===== config.mk =====
export PLATFORM = sky130hd
export DESIGN_NAME = jtframe_ioctl_packer
export DESIGN_NICKNAME = d
export VERILOG_FILES = /design/src/rtl/jtframe_ioctl_packer.sv
export SDC_FILE = /design/constraint.sdc
export NUM_CORES = 1
export LEC_CHECK = 0
export BUFFER_PORTS_ARGS = -buffer_cell sky130_fd_sc_hd__buf_4
export CAP_MARGIN = 40
export CORE_MARGIN = 1
export CORE_UTILIZATION = 54
export DETAILED_ROUTE_END_ITERATION = 10
export GPL_TIMING_DRIVEN = 0
export PLACE_DENSITY = 0.76
export SLEW_MARGIN = 30
export SYNTH_ARGS = -nofsm -noshare
export SYNTH_HDL_FRONTEND = slang
export SYNTH_SLANG_ARGS = --single-unit

===== constraint.sdc =====
create_clock -name clk -period 3 [get_ports clk]
set_input_delay 0.15 -clock clk [delete_from_list [all_inputs] [get_ports clk]]
set_output_delay 0.15 -clock clk [all_outputs]
set_load 0.02 [all_outputs]

===== src/rtl/jtframe_ioctl_packer.sv =====
// Packs byte-wide ioctl download strobes into 16-bit masked words, buffers them
// in a small FIFO and drains them to the SDRAM programming port (we/rdy handshake).
module jtframe_ioctl_packer #(
  parameter int unsigned AW         = 25,
  parameter int unsigned SDRAM_AW   = 22,
  parameter int unsigned FIFO_DEPTH = 4
) (
  input  logic                clk,
  input  logic                rst_n,
  input  logic                ioctl_download,
  input  logic                ioctl_wr,
  input  logic [AW-1:0]       ioctl_addr,
  input  logic [7:0]          ioctl_dout,
  output logic [SDRAM_AW-1:0] prog_addr,
  output logic [15:0]         prog_data,
  output logic [1:0]          prog_mask,
  output logic                prog_we,
  input  logic                prog_rdy,
  output logic                downloading,
  output logic                dwnld_done,
  output logic                overflow
);

  localparam int unsigned PW = (FIFO_DEPTH > 1) ? $clog2(FIFO_DEPTH) : 1;

  typedef enum logic [2:0] {ST_IDLE, ST_LOAD, ST_FLUSH, ST_DRAIN, ST_DONE} state_t;

  state_t              r_state;
  logic                r_dl_prev;
  logic                r_downloading;
  logic                r_done;
  logic                r_overflow;

  logic [SDRAM_AW-1:0] r_hold_addr;
  logic [15:0]         r_hold_data;
  logic [1:0]          r_hold_vld;

  logic [SDRAM_AW-1:0] r_fifo_addr [FIFO_DEPTH];
  logic [15:0]         r_fifo_data [FIFO_DEPTH];
  logic [1:0]          r_fifo_mask [FIFO_DEPTH];
  logic [PW-1:0]       r_wr_ptr;
  logic [PW-1:0]       r_rd_ptr;
  logic [PW:0]         r_count;

  logic                r_we;
  logic [SDRAM_AW-1:0] r_prog_addr;
  logic [15:0]         r_prog_data;
  logic [1:0]          r_prog_mask;

  logic                w_dl_rise;
  logic                w_take;
  logic [SDRAM_AW-1:0] w_waddr;
  logic [1:0]          w_lane_bit;
  logic [15:0]         w_merged;
  logic                w_pop;
  logic                w_can_push;
  logic                w_push;
  logic                w_push_ok;
  logic [SDRAM_AW-1:0] w_push_addr;
  logic [15:0]         w_push_data;
  logic [1:0]          w_push_mask;
  logic                w_ovf_set;
  logic [SDRAM_AW-1:0] w_hold_addr_nxt;
  logic [15:0]         w_hold_data_nxt;
  logic [1:0]          w_hold_vld_nxt;
  logic                w_unused_addr_hi;

  assign w_dl_rise        = ioctl_download && !r_dl_prev;
  // Bytes are taken in LOAD, and also in the very cycle a download (re)starts.
  assign w_take           = ioctl_wr && ((r_state == ST_LOAD) ||
                            (((r_state == ST_IDLE) || (r_state == ST_DRAIN)) && w_dl_rise));
  assign w_waddr          = ioctl_addr[SDRAM_AW:1];
  assign w_unused_addr_hi = ^ioctl_addr[AW-1:SDRAM_AW+1] ^ ioctl_addr[0];
  assign w_lane_bit       = ioctl_addr[0] ? 2'b10 : 2'b01;
  assign w_merged         = ioctl_addr[0] ? {ioctl_dout, r_hold_data[7:0]}
                                          : {r_hold_data[15:8], ioctl_dout};
  assign w_pop            = r_we && prog_rdy;
  assign w_can_push       = (r_count != (PW+1)'(FIFO_DEPTH)) || w_pop;
  assign w_push_ok        = w_push && w_can_push;

  always_comb begin
    w_push          = 1'b0;
    w_push_addr     = r_hold_addr;
    w_push_data     = r_hold_data;
    w_push_mask     = ~r_hold_vld;   // active-low mask is simply the inverted valid bits
    w_ovf_set       = 1'b0;
    w_hold_addr_nxt = r_hold_addr;
    w_hold_data_nxt = r_hold_data;
    w_hold_vld_nxt  = r_hold_vld;
    if (w_take) begin
      if (r_hold_vld == '0) begin
        w_hold_addr_nxt = w_waddr;
        w_hold_data_nxt = w_merged;
        w_hold_vld_nxt  = w_lane_bit;
      end else if (r_hold_addr == w_waddr) begin
        if ((r_hold_vld | w_lane_bit) == 2'b11) begin
          w_push      = 1'b1;
          w_push_data = w_merged;
          w_push_mask = 2'b00;
          if (w_can_push) w_hold_vld_nxt = '0;
          else            w_ovf_set      = 1'b1;
        end else begin
          w_hold_data_nxt = w_merged;
          w_hold_vld_nxt  = r_hold_vld | w_lane_bit;
        end
      end else begin
        w_push = 1'b1;
        if (w_can_push) begin
          w_hold_addr_nxt = w_waddr;
          w_hold_data_nxt = w_merged;
          w_hold_vld_nxt  = w_lane_bit;
        end else begin
          w_ovf_set = 1'b1;
        end
      end
    end else if ((r_state == ST_FLUSH) && (r_hold_vld != '0)) begin
      w_push = 1'b1;
      if (w_can_push) w_hold_vld_nxt = '0;
    end
  end

  always_ff @(posedge clk) begin
    if (w_push_ok) begin
      r_fifo_addr[r_wr_ptr] <= w_push_addr;
      r_fifo_data[r_wr_ptr] <= w_push_data;
      r_fifo_mask[r_wr_ptr] <= w_push_mask;
    end
  end

  always_ff @(posedge clk or negedge rst_n) begin
    if (!rst_n) begin
      r_hold_addr <= '0;
      r_hold_data <= '0;
      r_hold_vld  <= '0;
      r_wr_ptr    <= '0;
      r_rd_ptr    <= '0;
      r_count     <= '0;
      r_we        <= 1'b0;
      r_prog_addr <= '0;
      r_prog_data <= '0;
      r_prog_mask <= 2'b11;
    end else begin
      r_hold_addr <= w_hold_addr_nxt;
      r_hold_data <= w_hold_data_nxt;
      r_hold_vld  <= w_hold_vld_nxt;
      if (w_push_ok) r_wr_ptr <= r_wr_ptr + 1'b1;
      r_count <= r_count + (PW+1)'(w_push_ok) - (PW+1)'(w_pop);
      // Head is only presented from the registered count, which forces the one-cycle gap.
      if (r_we) begin
        if (prog_rdy) begin
          r_we     <= 1'b0;
          r_rd_ptr <= r_rd_ptr + 1'b1;
        end
      end else if (r_count != '0) begin
        r_we        <= 1'b1;
        r_prog_addr <= r_fifo_addr[r_rd_ptr];
        r_prog_data <= r_fifo_data[r_rd_ptr];
        r_prog_mask <= r_fifo_mask[r_rd_ptr];
      end
    end
  end

  always_ff @(posedge clk or negedge rst_n) begin
    if (!rst_n) begin
      r_state       <= ST_IDLE;
      r_dl_prev     <= 1'b0;
      r_downloading <= 1'b0;
      r_done        <= 1'b0;
      r_overflow    <= 1'b0;
    end else begin
      r_dl_prev <= ioctl_download;
      r_done    <= 1'b0;
      case (r_state)
        ST_IDLE: if (w_dl_rise) begin
          r_state       <= ST_LOAD;
          r_downloading <= 1'b1;
          r_overflow    <= 1'b0;
        end
        ST_LOAD:  if (!ioctl_download) r_state <= ST_FLUSH;
        ST_FLUSH: if ((r_hold_vld == '0) || w_can_push) r_state <= ST_DRAIN;
        ST_DRAIN: begin
          if (w_dl_rise) begin
            r_state <= ST_LOAD;
          end else if ((r_count == '0) && !r_we) begin
            r_state       <= ST_DONE;
            r_done        <= 1'b1;
            r_downloading <= 1'b0;
          end
        end
        ST_DONE:  r_state <= ST_IDLE;
        default:  r_state <= ST_IDLE;
      endcase
      if (w_ovf_set) r_overflow <= 1'b1;
    end
  end

  assign prog_addr   = r_prog_addr;
  assign prog_data   = r_prog_data;
  assign prog_mask   = r_prog_mask;
  assign prog_we     = r_we;
  assign downloading = r_downloading;
  assign dwnld_done  = r_done;
  assign overflow    = r_overflow;

endmodule


==> results.sh <==
export IMPL_syn_area_per_cell_um2=18.9
export IMPL_clockBufferDepth=3
export IMPL_required_ps=3390
export IMPL_min_period_ps=2930
export IMPL_antenna_found_initial=1
export IMPL_final_nets=733
export IMPL_crit_top_cell="inv_1"
export IMPL_num_vias=5373
export IMPL_ys_async_sr_fraction_pct=37.3
export IMPL_cts_buffers=24
export IMPL_maxCapViolations=0
export IMPL_fillers=1195
export IMPL_routabilityCongestion=0.829
export IMPL_fin_crit_sh_pct=97.6
export IMPL_start_kind="flip-flop"
export IMPL_critical_path_class="flip-flop to flip-flop"
export IMPL_ant_nets=0
export IMPL_crit_chain="nor2b_1 > buf_4 > maj3_1 > nand2_1 > buf_4 > a211o_1 > a31oi_4 > inv_1 > ha_1 > inv_1 > ha_1 > inv_1 > fa_2 > xnor2_2 > xnor2_1"
export IMPL_io_pins=82
export IMPL_slowest_stage="fa_2"
export IMPL_slew_headroom_pct=48.9
export IMPL_syn_to_final_growth_pct=20.8
export IMPL_fp_coreArea_um2=18300
export IMPL_finalPower_mw=13.2
export IMPL_ys_seq_area_share_pct=70.3
export IMPL_worst_path_buf_inv=5
export IMPL_min_path_type="primary input to flip-flop"
export IMPL_drcViolationCount=0
export IMPL_max_freq_ghz=0.342
export IMPL_p_per_area_nw_per_um2=1070
export IMPL_layout_commonest_cell="edfxtp_1"
export IMPL_timing_hold_ws_ps=9.30
export IMPL_drt_wl_total_mm=20.0
export IMPL_cpPeakStageDelay_ps=380
export IMPL_clk_pin_slew_ps=60
export IMPL_arrival_ps=3310
export IMPL_drt_iter0_drc=345
export IMPL_dieArea_um2=19500
export IMPL_dr_pass1_iters=4
export IMPL_syn_nets=586
export IMPL_timing_hold_violations_final=0
export IMPL_grt_max_degree=59
export IMPL_layout_common_cells="edfxtp_1, buf_4, mux2_2"
export IMPL_start_util_pct=56.0
export IMPL_rsz0062_at_grt="yes"
export IMPL_cp_max_fo=10
export IMPL_grt_pass1_vias=5824
export IMPL_fin_skew_ps=21.9
export IMPL_htree_levels=1
export IMPL_synthDistinctLibCells=46
export IMPL_syn_area_um2=10200
export IMPL_diodes=0
export IMPL_fin_area_um2=12300
export IMPL_cts_root_buf="clkbuf_16"
export IMPL_tightest_slew_ps=766
export IMPL_final_setup_tns_ps=0
export IMPL_ys_ff_latch=255
export IMPL_wl_per_cell_um=21.5
export IMPL_vias_per_cell=5.75
export IMPL_drive_gt1_share_pct=42.4
export IMPL_grt_usage_pct=21.5
export IMPL_irDropWorstVdd_v=0.000569
export IMPL_synthFlopType="edfxtp_1"
export IMPL_clock_sinks=255
export IMPL_crit_family="adder cells"
export IMPL_rows=49
export IMPL_fp_dieH_um=140
export IMPL_placed_cell_area_um2=11200
export IMPL_synth_edf_count=160
export IMPL_status="completed"
export IMPL_io_buffers=78
export IMPL_dpl_hpwl_mm=12.2
export IMPL_critPathCaptureType="flip-flop"
export IMPL_cts_tree="done"
export IMPL_setup_viol=0
export IMPL_ys_warn_count=0
export IMPL_chipWidth_um=140
export IMPL_grt_pass1_wl_mm=31.8
export IMPL_cellLeakagePower_nw=4.61
export IMPL_maxSlewViolCount=0
export IMPL_postSynthCellCount=541
export IMPL_overflow=0
export IMPL_clock_latency_ps=520
## final timing paths
kind	startpoint	end	slack (ps)	depth (start not counted)
min	prog_rdy	r_rd_ptr[0]	9	3
max in group asynchronous	rst_n	prog_mask[1]	2120	3
max	r_dl_prev	r_count[2]	70	15
min reg2reg	prog_addr[16]	prog_addr[16]	510	1
max reg2reg	r_dl_prev	r_count[2]	70	15
min in group asynchronous	rst_n	prog_addr[16]	180	2
## layer usage
layer	share of wire, %	vias to the layer above	track usage [%]	wire length, um
met5	0	-	0	0
met4	2.4	0	6.30	484
met3	4.6	38	3.20	918
met2	52	153	37.4	10400
met1	41	2802	28.2	8260
li1	-	2380	-	-
## through the flow
step	utilization, %	std cells	setup WS, ps
6_report	67.6	934	73.1
5_1_grt	67.6	934	-55.0
4_1_cts	67.0	928	-9.98
3_5_place_dp	61.0	851	-649
3_3_place_gp	60.8	848	-425
2_1_floorplan	-	541	22.5
## final cells by class
cell class	count	area [um2]	area share (%)
inverters	10	37.5	0.304
clock buffers	35	662	5.36
clock inverters	8	50.0	0.405
well taps	229	287	2.32
plain buffers	24	135	1.09
multi-input cells	250	2950	23.9
flip-flops and latches	255	7190	58.3
repair buffers	123	1030	8.35
## Yosys cell counts (2+ instances only)
| cell type | n | area (um2) |
|---|---|---|
| a21oi_1 | 6 | 30.0 |
| and2_1 | 5 | 31.3 |
| buf_1 | 8 | 30.0 |
| buf_2 | 3 | 15.0 |
| buf_6 | 3 | 33.8 |
| clkbuf_1 | 10 | 37.5 |
| dfrtp_1 | 93 | 2330 |
| dfstp_2 | 2 | 52.6 |
| edfxtp_1 | 160 | 4800 |
| ha_1 | 6 | 75.1 |
| inv_1 | 10 | 37.5 |
| mux2_2 | 88 | 991 |
| mux2_4 | 8 | 120 |
| mux2i_1 | 2 | 20.0 |
| mux4_2 | 40 | 901 |
| nand2_1 | 9 | 33.8 |
| nand4_1 | 6 | 37.5 |
| nor2_1 | 13 | 48.8 |
| nor3_1 | 3 | 15.0 |
| nor4_1 | 3 | 18.8 |
| nor4_4 | 2 | 42.5 |
| o211ai_1 | 5 | 37.5 |
| o21ai_0 | 6 | 30.0 |
| o31ai_1 | 2 | 15.0 |
| xnor2_1 | 27 | 236 |
## timing repair
action	CTS	global route
resized for setup	10	16
pin swaps	1	3
endpoints found under the hold margin	110	0
hold buffers	32	0
setup buffers	3	6
setup endpoints to repair	193	62
## power breakdown
part | internal [mW] | total [mW] | switching, mW
logic | 2.23 | 4.44 | 2.21
clock network | 1.53 | 2.77 | 1.24
registers | 5.27 | 5.95 | 0.676
## state kept, by name, indices dropped and copies added, names as in the netlist
signal	cells
prog_addr	22
r_fifo_addr	88
r_hold_data	16
r_state	3
r_dl_prev	1
r_hold_vld	2
overflow	1
prog_data	16
r_fifo_mask	8
prog_we	1
r_hold_addr	22
r_rd_ptr	2
r_fifo_data	64
dwnld_done	1
r_wr_ptr	2
r_count	3
prog_mask	2
downloading	1
## cell families (layout without fill, tap and decap cells)
group	count (synthesis)	after routing	synth area share [%]
buffers and inverters	36	200	1.69
XOR/XNOR	27	27	2.31
multiplexers	138	138	19.9
adder cells (fa/ha/maj)	8	8	1.03
flip-flops	255	255	70.3
AO/OA/AOI/OAI	26	26	1.92
AND/OR/NAND/NOR	51	51	2.90
## worst register-to-register path: cells and delay by family (launching register included)
family,cells,cell delay (ps)
AND/OR/NAND/NOR,2,200
buffers and inverters,5,510
AO/OA/AOI/OAI,2,460
XOR/XNOR,2,290
flip-flops,1,370
adder cells (fa/ha/maj),4,970
No activity file was read; power rests on OpenSTA's default activity.
